==> src/rtl/fetch_unit_pkg.sv <==
// Shared fetch-stage types and constants: FSM states, skid payload,
// bubble encoding and PC helpers.
package fetch_unit_pkg;

  localparam int unsigned INSTR_BYTES  = 4;
  localparam logic [31:0] BUBBLE_INSTR = 32'h0000_0000;

  typedef enum logic [1:0] {
    IDLE = 2'd0,
    REQ  = 2'd1,
    HOLD = 2'd2,
    DROP = 2'd3
  } fetch_state_e;

  // One fetched word together with the address it came from.
  typedef struct packed {
    logic [31:0] addr;
    logic [31:0] instr;
  } fetch_pkt_t;

  // Next sequential fetch address; wraps modulo 2^32.
  function automatic logic [31:0] pc_inc(input logic [31:0] pc);
    return pc + 32'(INSTR_BYTES);
  endfunction

  // Instruction fetches are always word aligned.
  function automatic logic [31:0] word_align(input logic [31:0] a);
    return a & ~32'(INSTR_BYTES - 1);
  endfunction

endpackage

==> src/rtl/fetch_unit_if.sv <==
// Instruction-memory request/acknowledge bus. The fetch unit is the master;
// ack and rdata are valid in the same cycle.
interface fetch_unit_if;
  logic        imemReq;
  logic [31:0] imemAddr;
  logic        imemAck;
  logic [31:0] imemRdata;

  modport master (output imemReq, output imemAddr, input imemAck, input imemRdata);
  modport slave  (input imemReq, input imemAddr, output imemAck, output imemRdata);
endinterface

==> src/rtl/fetch_unit_skid.sv <==
// One-entry skid buffer: catches a word that returns from memory while the
// IF/ID slot is still stalled, so the request can complete without loss.
module fetch_skid
  import fetch_unit_pkg::*;
(
  input  logic       clk,
  input  logic       rst,
  input  logic       i_load,
  input  logic       i_unload,
  input  logic       i_clear,
  input  fetch_pkt_t i_pkt,
  output fetch_pkt_t o_pkt,
  output logic       o_valid
);

  fetch_pkt_t r_pkt;
  logic       r_valid;

  // Clear (redirect) beats load; unload frees the entry after handoff.
  always_ff @(posedge clk) begin
    if (rst) begin
      r_pkt   <= '0;
      r_valid <= 1'b0;
    end else if (i_clear) begin
      r_valid <= 1'b0;
    end else if (i_load) begin
      r_pkt   <= i_pkt;
      r_valid <= 1'b1;
    end else if (i_unload) begin
      r_valid <= 1'b0;
    end
  end

  assign o_pkt   = r_pkt;
  assign o_valid = r_valid;

endmodule

==> src/rtl/fetch_unit.sv <==
// Instruction-fetch stage: PC, imem request FSM and the producer side of the
// IF/ID register. Handles downstream stall via a one-entry skid buffer and
// redirects with a DROP state that lets an outstanding request finish.
module fetch_unit
  import fetch_unit_pkg::*;
#(
  parameter logic [31:0] RESET_PC = 32'h0000_0000,
  parameter logic [31:0] BUBBLE   = BUBBLE_INSTR
)(
  input  logic                clk,
  input  logic                rstn,          // active-high synchronous reset
  input  logic                stall,
  input  logic                redirect,
  input  logic [31:0]         redirectAddr,
  fetch_unit_if.master        imem,
  output logic [31:0]         AddrOut,
  output logic [31:0]         instrOut,
  output logic                instrValid
);

  fetch_state_e r_state, w_state_nxt;
  logic [31:0]  r_pc, w_pc_nxt;
  logic         r_req, w_req_nxt;
  logic [31:0]  r_addr, w_addr_nxt;
  logic [31:0]  r_addr_out, w_addr_out_nxt;
  logic [31:0]  r_instr_out, w_instr_out_nxt;
  logic         r_valid, w_valid_nxt;

  logic         w_skid_load, w_skid_unload, w_skid_clear;
  fetch_pkt_t   w_skid_in, w_skid_out;
  logic         w_skid_valid;

  logic [31:0]  w_tgt;
  logic         w_slot_free;

  assign w_tgt       = word_align(redirectAddr);
  // IF/ID can take a new word if empty or being consumed this edge.
  assign w_slot_free = !r_valid || !stall;

  assign w_skid_in.addr  = r_addr;
  assign w_skid_in.instr = imem.imemRdata;

  fetch_skid u_skid (
    .clk      (clk),
    .rst      (rstn),
    .i_load   (w_skid_load),
    .i_unload (w_skid_unload),
    .i_clear  (w_skid_clear),
    .i_pkt    (w_skid_in),
    .o_pkt    (w_skid_out),
    .o_valid  (w_skid_valid)
  );

  // Next-state and datapath decisions; redirect overrides everything below.
  always_comb begin
    w_state_nxt     = r_state;
    w_pc_nxt        = r_pc;
    w_req_nxt       = r_req;
    w_addr_nxt      = r_addr;
    w_addr_out_nxt  = r_addr_out;
    w_instr_out_nxt = r_instr_out;
    w_valid_nxt     = r_valid;
    w_skid_load     = 1'b0;
    w_skid_unload   = 1'b0;
    w_skid_clear    = 1'b0;

    case (r_state)
      IDLE: begin
        w_state_nxt = REQ;
        w_req_nxt   = 1'b1;
        w_addr_nxt  = r_pc;
      end
      REQ: begin
        if (imem.imemAck) begin
          if (w_slot_free) begin
            w_addr_out_nxt  = r_addr;
            w_instr_out_nxt = imem.imemRdata;
            w_valid_nxt     = 1'b1;
            w_pc_nxt        = pc_inc(r_pc);
            w_addr_nxt      = pc_inc(r_pc);
          end else begin
            // Slot still stalled: park the word and stop requesting.
            w_skid_load = 1'b1;
            w_req_nxt   = 1'b0;
            w_state_nxt = HOLD;
          end
        end else if (r_valid && !stall) begin
          w_valid_nxt     = 1'b0;
          w_instr_out_nxt = BUBBLE;
        end
      end
      HOLD: begin
        if (!stall) begin
          w_addr_out_nxt  = w_skid_out.addr;
          w_instr_out_nxt = w_skid_out.instr;
          w_valid_nxt     = w_skid_valid;
          w_skid_unload   = 1'b1;
          w_pc_nxt        = pc_inc(r_pc);
          w_addr_nxt      = pc_inc(r_pc);
          w_req_nxt       = 1'b1;
          w_state_nxt     = REQ;
        end
      end
      DROP: begin
        // Old request must finish on its original address; its data is dead.
        if (imem.imemAck) begin
          w_addr_nxt  = r_pc;
          w_state_nxt = REQ;
        end
      end
      default: begin
        w_state_nxt = IDLE;
        w_req_nxt   = 1'b0;
      end
    endcase

    if (redirect) begin
      w_pc_nxt        = w_tgt;
      w_valid_nxt     = 1'b0;
      w_instr_out_nxt = BUBBLE;
      w_addr_out_nxt  = '0;
      w_skid_clear    = 1'b1;
      w_skid_load     = 1'b0;
      w_skid_unload   = 1'b0;
      w_req_nxt       = 1'b1;
      if ((r_state == REQ || r_state == DROP) && !imem.imemAck) begin
        w_addr_nxt  = r_addr;
        w_state_nxt = DROP;
      end else begin
        w_addr_nxt  = w_tgt;
        w_state_nxt = REQ;
      end
    end
  end

  // FSM state register.
  always_ff @(posedge clk) begin
    if (rstn) r_state <= IDLE;
    else      r_state <= w_state_nxt;
  end

  // PC and imem request registers.
  always_ff @(posedge clk) begin
    if (rstn) begin
      r_pc   <= RESET_PC;
      r_req  <= 1'b0;
      r_addr <= '0;
    end else begin
      r_pc   <= w_pc_nxt;
      r_req  <= w_req_nxt;
      r_addr <= w_addr_nxt;
    end
  end

  // IF/ID producer registers.
  always_ff @(posedge clk) begin
    if (rstn) begin
      r_addr_out  <= '0;
      r_instr_out <= BUBBLE;
      r_valid     <= 1'b0;
    end else begin
      r_addr_out  <= w_addr_out_nxt;
      r_instr_out <= w_instr_out_nxt;
      r_valid     <= w_valid_nxt;
    end
  end

  assign imem.imemReq  = r_req;
  assign imem.imemAddr = r_addr;
  assign AddrOut       = r_addr_out;
  assign instrOut      = r_instr_out;
  assign instrValid    = r_valid;

endmodule

==> src/flat_wrapper.sv <==
// flat-port wrapper written by rule: the top's interface ports become plain ports
module fetch_unit_flat import fetch_unit_pkg::*;
#(
  parameter logic [31:0] RESET_PC = 32'h0000_0000,
  parameter logic [31:0] BUBBLE   = BUBBLE_INSTR
)
  (clk, rstn, stall, redirect, redirectAddr, AddrOut, instrOut, instrValid, imem_imemReq, imem_imemAddr, imem_imemAck, imem_imemRdata);
  fetch_unit_if imem_i ();
  input  logic clk;
  input  logic rstn;
  input  logic stall;
  input  logic redirect;
  input  logic [31:0] redirectAddr;
  output logic [31:0] AddrOut;
  output logic [31:0] instrOut;
  output logic instrValid;
  output wire logic [$bits(imem_i.imemReq)-1:0] imem_imemReq;
  output wire logic [$bits(imem_i.imemAddr)-1:0] imem_imemAddr;
  input wire logic [$bits(imem_i.imemAck)-1:0] imem_imemAck;
  input wire logic [$bits(imem_i.imemRdata)-1:0] imem_imemRdata;
  assign imem_imemReq = imem_i.imemReq;
  assign imem_imemAddr = imem_i.imemAddr;
  assign imem_i.imemAck = imem_imemAck;
  assign imem_i.imemRdata = imem_imemRdata;
  fetch_unit #(.RESET_PC(RESET_PC), .BUBBLE(BUBBLE)) u_core (.clk(clk), .rstn(rstn), .stall(stall), .redirect(redirect), .redirectAddr(redirectAddr), .imem(imem_i), .AddrOut(AddrOut), .instrOut(instrOut), .instrValid(instrValid));
endmodule
==> config.mk <==
export PLATFORM = sky130hd
export DESIGN_NAME = fetch_unit_flat
export DESIGN_NICKNAME = d
export VERILOG_FILES = /design/src/rtl/fetch_unit_pkg.sv /design/src/rtl/fetch_unit_if.sv /design/src/rtl/fetch_unit_skid.sv /design/src/rtl/fetch_unit.sv /design/src/flat_wrapper.sv
export SDC_FILE = /design/constraint.sdc
export NUM_CORES = 1
export LEC_CHECK = 0
export BUFFER_PORTS_ARGS = -buffer_cell sky130_fd_sc_hd__clkbuf_2
export CAP_MARGIN = 20
export CORE_UTILIZATION = 30
export CTS_BUF_LIST = sky130_fd_sc_hd__clkbuf_4
export CTS_CLUSTER_DIAMETER = 200
export DETAILED_ROUTE_END_ITERATION = 7
export HOLD_SLACK_MARGIN = 0.05
export PLACE_DENSITY_LB_ADDON = 0.12
export SYNTH_ARGS = -nofsm -noshare
export SYNTH_HDL_FRONTEND = slang
export SYNTH_SLANG_ARGS = --single-unit
==> constraint.sdc <==
create_clock -name clk -period 5.7 [get_ports clk]
set_clock_uncertainty 0.05 [all_clocks]
set_input_delay 0.855 -clock clk [delete_from_list [all_inputs] [get_ports clk]]
set_output_delay 0.855 -clock clk [all_outputs]
set_load 0.03 [all_outputs]
==> results.cfg, run 1 <==
[worst_setup_path]
crit_type = reg2reg
cp_max_fo = 9
critPathRequiredTime_ns = 6.16
critical-path-max-stage-delay_ns = 0.80
crit_slowest_cell = nor4_1
rr_worst_depth = 7
crit_chain = inv_1 -> ha_1 -> nand4_1 -> nor4_1 -> nand2_1 -> a221o_1 -> a32o_1
critPathCaptureType = flop
cp-start-kind = flop
cp.arrival_ns = 3.59

[power]
cellLeakagePower_nw = 3.65
power_w = 0.00282
power_density_nw_per_um2 = 279
ir_drop_mv = 0.123

[clock_network]
cts_tree = done
cts_max_path_buffers = 2
postCtsSetupBuffers = 0
clockRootBuffer = clkbuf_4
insertion_delay_ns = 0.58
clock_sinks = 189
cts_htree_levels = 4
cts_made_buffers = 17
cts_resized = 0
cts-hold-fix-buffers = 0
clk_pin_slew_ns = 0.18

[outcome]
status = complete, no violations

[timing]
slew_headroom_pct = 32.9
fin_tns_setup_ns = 0
timing.final.crit_share_pct = 54.9
worst_hold_slack_ns = 0.415
maxSlewViolCount = 0
hold_viol_final = 0
rsz0062_at_grt = false
finalSetupViolCount = 0
fmax_ghz = 0.320
fin_crit_ns = 3.13
worst_pin_slew_ns = 1.00

[detailed_routing]
final_antenna_net_count = 0
drt-total-wl_mm = 27.1
wl_per_cell_um = 16.9
vias = 7867
via_per_inst = 4.91
dr.pass1.iters = 5
drc = 0
drtIter0Drc = 437

[finish]
drive_above_1_share_pct = 18.3
nets = 1278
fillers = 3115
layout_common_cells = 202 x nand2_1, 189 x dfxtp_1, 159 x clkbuf_2
area_growth_pct = 15.6
layout_commonest_cell = nand2_1

[logic_synthesis]
yosys_most_used_dff = dfxtp_1
ys_ff_latch = 189
netlist_area_um2 = 8720
syn_avg_cell_area_um2 = 7.86
synth-adder-area-share_pct = 0.717
synth_top_family_by_area = simple AND/OR/NAND/NOR gates
synth-simple-area-share_pct = 22.0
synth_cell_types = 57
synth_edf_count = 0
syn_inst = 1110
yosysSeqAreaShare_pct = 43.4
synth.yosys.warnings = 0
async_flop_share_pct = 0
synth_compound_area_share_pct = 20.3
synth_xor_area_share_pct = 4.72
muxShareOfSynthArea_pct = 3.67

[grt]
grt_max_degree = 90
grt_overflow = 0
grt_pass1_vias = 7081
grt_pass1_wl_mm = 42.0
antenna_found_initial = 1
grt.total_usage_pct = 17.9

[min_path]
hold_class = reg2reg
hold-path-cell-count = 2

[die]
rows = 62
dieWidth_um = 173
core-area_um2 = 28600
ios = 167
start_util_pct = 30.5
fp.dieH_um = 173
die-area_um2 = 29800

[placed_design]
port_buffers = 160
routabilityCongestion = 0.809
hpwl_mm = 17.8

[job]
drv_cap = 0
==> synthesized netlist by cell type, drive strengths merged (15+ instances only) <==
master / count / area share [%]
a21oi: 132 / 7.6
buf: 25 / 1.4
nor4: 15 / 1.1
a211oi: 77 / 6.6
mux2i: 32 / 3.7
nand3: 18 / 1.0
dfxtp: 189 / 43
nand2: 203 / 8.7
clkbuf: 76 / 3.3
nor3: 18 / 1.0
o21ai: 22 / 1.3
xnor2: 38 / 3.8
nor2: 133 / 5.7
==> path summary, 6_finish.rpt <==
path	start	end	slack, ns
max	u_core.r_state[0]	u_core.imem.imemAddr[26]	2.57
min	u_core.u_skid.o_pkt[39]	u_core.u_skid.o_pkt[39]	0.41
max reg2reg	u_core.r_state[0]	u_core.imem.imemAddr[26]	2.57
min reg2reg	u_core.u_skid.o_pkt[39]	u_core.u_skid.o_pkt[39]	0.41
==> state kept, by name, indices dropped and copies added (netlist names) <==
name,flops
u_core.r_pc,30
u_core.imem.imemAddr,30
u_core.r_state,2
u_core.u_skid.o_pkt,62
u_core.instrValid,1
u_core.imem.imemReq,1
u_core.u_skid.o_valid,1
u_core.instrOut,32
u_core.AddrOut,30
==> routing by layer <==
layer,GRT usage (%),share of wire [%],up-vias
li1,-,-,4034
met1,26.4,52,3670
met2,27.4,45,154
met3,2.88,3.3,9
met4,3.65,0.54,0
met5,0,0,-
==> power breakdown <==
part	total, W	leakage, nW	switching [W]	internal [W]
registers	0.00147	1.54	0.0000802	0.00139
logic	0.000564	1.95	0.000387	0.000177
clock network	0.000780	0.155	0.000540	0.000241
total	0.00282	3.65	0.00101	0.00181
==> worst max-delay path: cells and delay by family, from the launching register on <==
family,cells,cell delay (ns)
compound gates,2,0.60
fa+ha+maj,1,0.55
buf+inv,1,0.11
flops,1,0.43
simple gates,3,1.34
==> cells by family after synthesis <==
group	Yosys count
AND/OR/NAND/NOR	440
AO/OA/AOI/OAI	283
flip-flops	189
buffers and inverters	113
XOR/XNOR	47
multiplexers	32
adder cells (fa/ha/maj)	5
other	1
==> metrics by stage <==
stage               worst slack (ns)  instance area, um^2  utilization (%)  std cells
floorplan                       3.16                 8740                -       1113
global placement                2.10                 9760             34.1       1568
detailed placement              2.08                 9760             34.1       1568
CTS                             2.53                10100             35.1       1600
global route                    2.32                10100             35.2       1603
finish                          2.57                10100             35.2       1603
==> layout make-up <==
class	count	area [um^2]	share of cell area [%]
inverter	12	45.0	0.447
sequential	189	3780	37.5
clock inverter	15	168	1.66
antenna	2	5.00	0.0496
clock buffer	17	128	1.27
timing repair buffer	173	933	9.26
multi-input combinational	811	4540	45.0
tap	384	480	4.76
Power figures use the tool's default switching activity.
==> run 2, diff against run 1 <==
ABC_AREA = 1   (was not set)
clock period = 2.8 ns   (was 5.7 ns; I/O delays follow)
==> run 2 against run 1 <==
Total power rose by 130%. Combinational power rose to 2.8 times the previous value. Via count rose by 16%. Critical path type unchanged. Sequential share of layout area fell by 2.9 points. Largest cell class unchanged. Synthesized cell count rose by 20%. Register-to-register slack got worse by 2.0 ns. Sequential cell count did not move. First-iteration DRC count rose by 44%. Non-clock buffer count rose by 61. Final area rose by 8.4%. Final cell count rose by 18%. Count of clock-buffer cells in the layout did not move.
==> results.cfg, run 2 <==
[placed_design]
port_buffers = 160
place_area_um2 = 10100
hpwl_mm = 20.3
dp_cells = 1805
pre_cts_ws_ns = 0.526
routabilityCongestion = 0.812

[min_path]
hold-path-cell-count = 3
hold_class = in2reg

[worst_setup_path]
cp.arrival_ns = 2.69
r2r_end = u_core.instrOut[21]
r2r_slack_ns = 0.56
critPathLaunch = u_core.r_state[1]
r2r-start = u_core.r_state[1]
cp_max_fo = 38
cp-start-kind = flop
crit_type = reg2reg
worstSetupEndpoint = u_core.instrOut[21]
critPathRequiredTime_ns = 3.25
rr_worst_depth = 10
critPathCaptureType = flop

[finish]
largest_reg_flops = 62
layoutNonFillerInstCount = 1892
nets = 1567
area_growth_pct = 22.4
multi_input_comb_area_um2 = 4350
drive_above_1_share_pct = 15.9
design_area_um2 = 10900
layout_common_cells = 299 x nand2_1, 189 x dfxtp_1, 161 x nor2_1
fillers = 3198
layout_commonest_cell = nand2_1
seqCellArea_um2 = 3780

[logic_synthesis]
synth_xor_area_share_pct = 0.882
synth_commonest_cells = 299 x nand2_1, 189 x dfxtp_1, 162 x nor2_1
yosysTopAreaCellShare_pct = 42.4
synth_edf_count = 0
yosys_most_used_dff = dfxtp_1
muxShareOfSynthArea_pct = 0
ys_ff_latch = 189
yosysMostFrequentCell = nand2_1
synth_compound_area_share_pct = 23.6
synth_top_family_by_area = compound AO/OA/AOI/OAI gates
ys_top_cells_by_area = dfxtp_1 42%, nand2_1 13%, a21oi_1 8.5%
async_flop_share_pct = 0
synth_area_leader_cell = dfxtp_1
synth-simple-area-share_pct = 23.3
synth_cell_types = 30
syn_avg_cell_area_um2 = 6.73
netlist_area_um2 = 8930
synth.yosys.warnings = 0
syn_inst = 1327
yosysSeqAreaShare_pct = 42.4
synth-adder-area-share_pct = 0.700

[detailed_routing]
wl_per_cell_um = 15.9
via_per_inst = 4.81
drt-total-wl_mm = 30.1
vias = 9097
final_antenna_net_count = 0
drc = 0
drtIter0Drc = 631
dr.pass1.iters = 7

[power]
cellLeakagePower_nw = 4.63
power_density_nw_per_um2 = 583
ir_drop_mv = 0.240

[job]
drv_cap = 0

[timing]
slew_headroom_pct = 39.0
worst_pin_slew_ns = 0.914
finalSetupViolCount = 0
fmax_ghz = 0.446
fin_tns_setup_ns = 0
setup_ws_ns = 0.557
maxSlewViolCount = 0
rsz0062_at_grt = false
fin_crit_ns = 2.24
hold_viol_final = 0
timing.final.crit_share_pct = 80.1

[die]
dieWidth_um = 175
fp.dieH_um = 175
die-area_um2 = 30500
start_util_pct = 30.8
core-area_um2 = 29000
rows = 62
ios = 167

[grt]
grt_overflow = 0
grt_max_degree = 81
grt_pass1_wl_mm = 47.1
antenna_found_initial = 1
grt_pass1_vias = 8539
grt.total_usage_pct = 19.8

[clock_network]
clk_pin_slew_ns = 0.17
cts_tree = done
cts_made_buffers = 17
cts_htree_levels = 4
clockRootBuffer = clkbuf_4
insertion_delay_ns = 0.59
cts_max_path_buffers = 2
clock_sinks = 189

[outcome]
status = complete, no violations
==> run 2: cell types whose count changed after synthesis, sizes merged, moves of 29 or more <==
cell    change
a211oi     -77
o21ai     +182
inv        +95
xnor2      -36
nand2      +99
a31oi      +32
nor2       +34
clkbuf     -30
nand3      +29
mux2i      -32
==> run 2: worst min path at each step <==
stage                               start                 endpoint  slack (ns)
floorplan           u_core.u_skid.o_valid    u_core.u_skid.o_valid        0.39
global placement      u_core.instrOut[10]      u_core.instrOut[10]        0.38
detailed placement     u_core.instrOut[8]       u_core.instrOut[8]        0.39
CTS                       redirectAddr[4]  u_core.imem.imemAddr[4]        0.05
global route              redirectAddr[7]  u_core.imem.imemAddr[7]        0.07
finish                    redirectAddr[4]  u_core.imem.imemAddr[4]        0.09
==> run 2: what timing repair did <==
action                                  4_1_cts  5_1_grt
hold buffers                                 53        0
endpoints found under the hold margin        58        0
gates resized for setup                       0        0
buffers inserted                              0        0
endpoints found under the setup margin        0        0
==> run 2: routing by layer <==
layer	vias up	routed length (um)	share of wire (%)	GRT usage, %
met3	20	1320	4.4	3.76
met2	182	14200	47	33.8
met5	-	0	0	0
li1	4678	-	-	-
met1	4217	14100	47	25.3
met4	0	463	1.5	5.18
==> run 2: cells by family after synthesis <==
family,after synthesis
xor+xnor,9
buf+inv,197
flops,189
simple gates,523
compound gates,403
other cells,1
fa+ha+maj,5
==> run 2: power breakdown <==
part	internal (W)	switching, W
clock	0.000600	0.00116
sequential	0.00287	0.000185
combinational	0.000483	0.00108
==> run 2: layout make-up <==
class / count / area share (%)
flip-flops and latches: 189 / 34.6
clock inverters: 15 / 1.96
well taps: 384 / 4.40
clock buffers: 17 / 1.17
inverters: 107 / 3.70
diodes: 2 / 0.0458
multi-input cells: 944 / 39.8
repair buffers: 234 / 14.3
==> run 2: worst max-delay path, cell delays in order, from the launching register on <==
cell,delay [ns]
dfxtp_1,0.39
inv_1,0.08
ha_1,0.26
inv_2,0.08
nor2_2,0.04
nand2_1,0.15
o21a_2,0.25
nand3_4,0.37
buf_12,0.32
o21ai_1,0.12
a21oi_1,0.05
==> run 2: per-stage QoR <==
step | util [%] | hold WS (ns) | total power, W
final | 37.7 | 0.0899 | 0.00637
after detailed placement | 34.7 | 0.387 | 0.00463
after floorplan | - | 0.394 | 0.00409
after global routing | 37.7 | 0.0747 | 0.00672
after CTS | 37.7 | 0.0535 | 0.00647
after global placement | 34.7 | 0.381 | 0.00463
==> run 3, diff against run 2 <==
ABC_AREA = 0   (was 1)
clock period = 2.1 ns   (was 2.8 ns; I/O delays follow)
==> run 3 against run 2 <==
The flow now finishes with violations (setup timing). First-iteration DRC count is 20% lower. Largest power group unchanged. Worst setup slack worse by 0.66 ns. Total power is 27% higher. Via count is 5.3% lower.
==> results.cfg, run 3 (synthesis results as in run 1) <==
[clock_network]
clock_sinks = 189
cts_tree = done
clockRootBuffer = clkbuf_4
cts_made_buffers = 17
cts_max_path_buffers = 2
insertion_delay_ns = 0.58
cts_htree_levels = 4
clk_pin_slew_ns = 0.19

[outcome]
status = finished with violations
violations = setup timing

[grt]
grt_pass1_wl_mm = 44.3
grt.total_usage_pct = 18.8
antenna_found_initial = 1
grt_pass1_vias = 7776
grt_overflow = 0
grt_max_degree = 110

[placed_design]
hpwl_mm = 19.4
routabilityCongestion = 0.857
port_buffers = 160
dp_cells = 1657

[timing]
finalSetupViolCount = 6
maxSlewViolCount = 0
worst_pin_slew_ns = 0.581
setup_ws_ns = -0.0992
fmax_ghz = 0.455
rsz0062_at_grt = true
hold_viol_final = 0
fin_crit_ns = 2.20
timing.final.crit_share_pct = 105
slew_headroom_pct = 61.3

[detailed_routing]
final_antenna_net_count = 0
vias = 8619
drc = 0
dr.pass1.iters = 5
wl_per_cell_um = 16.6
via_per_inst = 4.88
drtIter0Drc = 504
drt-total-wl_mm = 29.3

[finish]
largest_reg_flops = 62
layout_commonest_cell = nand2_1
nets = 1443
layoutNonFillerInstCount = 1768
drive_above_1_share_pct = 29.2
area_growth_pct = 39.4
fillers = 2905
final_util_pct = 42.5
layout_common_cells = 199 x nand2_1, 169 x dfxtp_1, 159 x clkbuf_2

[worst_setup_path]
crit_type = reg2reg
critPathRequiredTime_ns = 2.55
cp-start-kind = flop
critPathCaptureType = flop
r2r-start = u_core.r_state[1]
cp_max_fo = 4
cp.arrival_ns = 2.65
critPathLaunch = u_core.r_state[1]

[power]
ir_drop_mv = 0.306
cellLeakagePower_nw = 4.68
power_density_nw_per_um2 = 665

[die]
rows = 62
ios = 167
start_util_pct = 30.5
fp.dieH_um = 173
dieWidth_um = 173
core-area_um2 = 28600
die-area_um2 = 29800

[min_path]
hold_start = redirectAddr[18]
hold_class = in2reg

[job]
drv_cap = 0
[run 3: cell count changes in the layout (fill, tap and decap cells not counted), sizes merged, moves of 34 or more]
cell	previous run	this run
a211oi	0	77
xnor2	2	38
o21ai	204	22
buf	21	114
inv	115	19
nand2	302	203
nor2	167	133
[run 3: timing repair]
action	CTS	global route
gates resized for setup	28	70
setup endpoints to repair	47	105
hold buffers	60	0
setup buffers	2	10
endpoints found under the hold margin	101	0
pin swaps	8	21
gates cloned	0	5
[run 3: through the flow]
step | worst slack [ns] | total power [W] | hold slack (ns) | area, um^2 | TNS [ns]
finish | -0.0992 | 0.00808 | 0.114 | 12200 | -0.367
global placement | -0.163 | 0.00581 | 0.391 | 10600 | -0.907
detailed placement | -0.165 | 0.00581 | 0.397 | 10600 | -1.12
floorplan | -0.155 | 0.00513 | 0.386 | 8900 | -0.579
global route | -0.176 | 0.00849 | 0.0488 | 12200 | -1.31
CTS | -0.113 | 0.00805 | 0.0531 | 11700 | -0.458
[run 3: worst max-delay path, cell delays in order, from the launching register on]
cell,delay [ns]
dfxtp_2,0.38
buf_6,0.11
ha_4,0.16
o21ai_4,0.18
a31oi_4,0.14
or4_4,0.54
or3_4,0.34
a311oi_2,0.23
[run 3: final timing paths]
check | to | slack (ns) | depth (start not counted)
worst min-delay path | u_core.r_pc[18] | 0.11 | 3
worst min register to register | u_core.u_skid.o_pkt[57] | 0.42 | 2
worst max register to register | u_core.r_pc[22] | -0.1 | 7
worst max-delay path | u_core.r_pc[22] | -0.1 | 7
[run 3: layout make-up]
type | count | area, um^2 | share of cell area [%]
inverter | 12 | 45.0 | 0.370
clock inverter | 15 | 173 | 1.42
tap | 384 | 480 | 3.95
clock buffer | 17 | 128 | 1.05
multi-input combinational | 811 | 4940 | 40.6
sequential | 189 | 3820 | 31.4
antenna | 2 | 5.00 | 0.0412
timing repair buffer | 338 | 2570 | 21.1
[run 3: routing by layer]
layer / global-route usage [%] / wire length [um] / vias up
li1: - / - / 4366
met1: 26.7 / 14500 / 4052
met2: 30.1 / 13700 / 190
met3: 2.48 / 963 / 11
met4: 3.98 / 182 / 0
met5: 0 / 0 / -
[run 3: report_power, final]
group	internal [W]	leakage, nW	switching [W]
sequential	0.00378	1.55	0.000184
combinational	0.000792	2.97	0.00123
clock	0.000560	0.161	0.00153
total	0.00514	4.68	0.00294
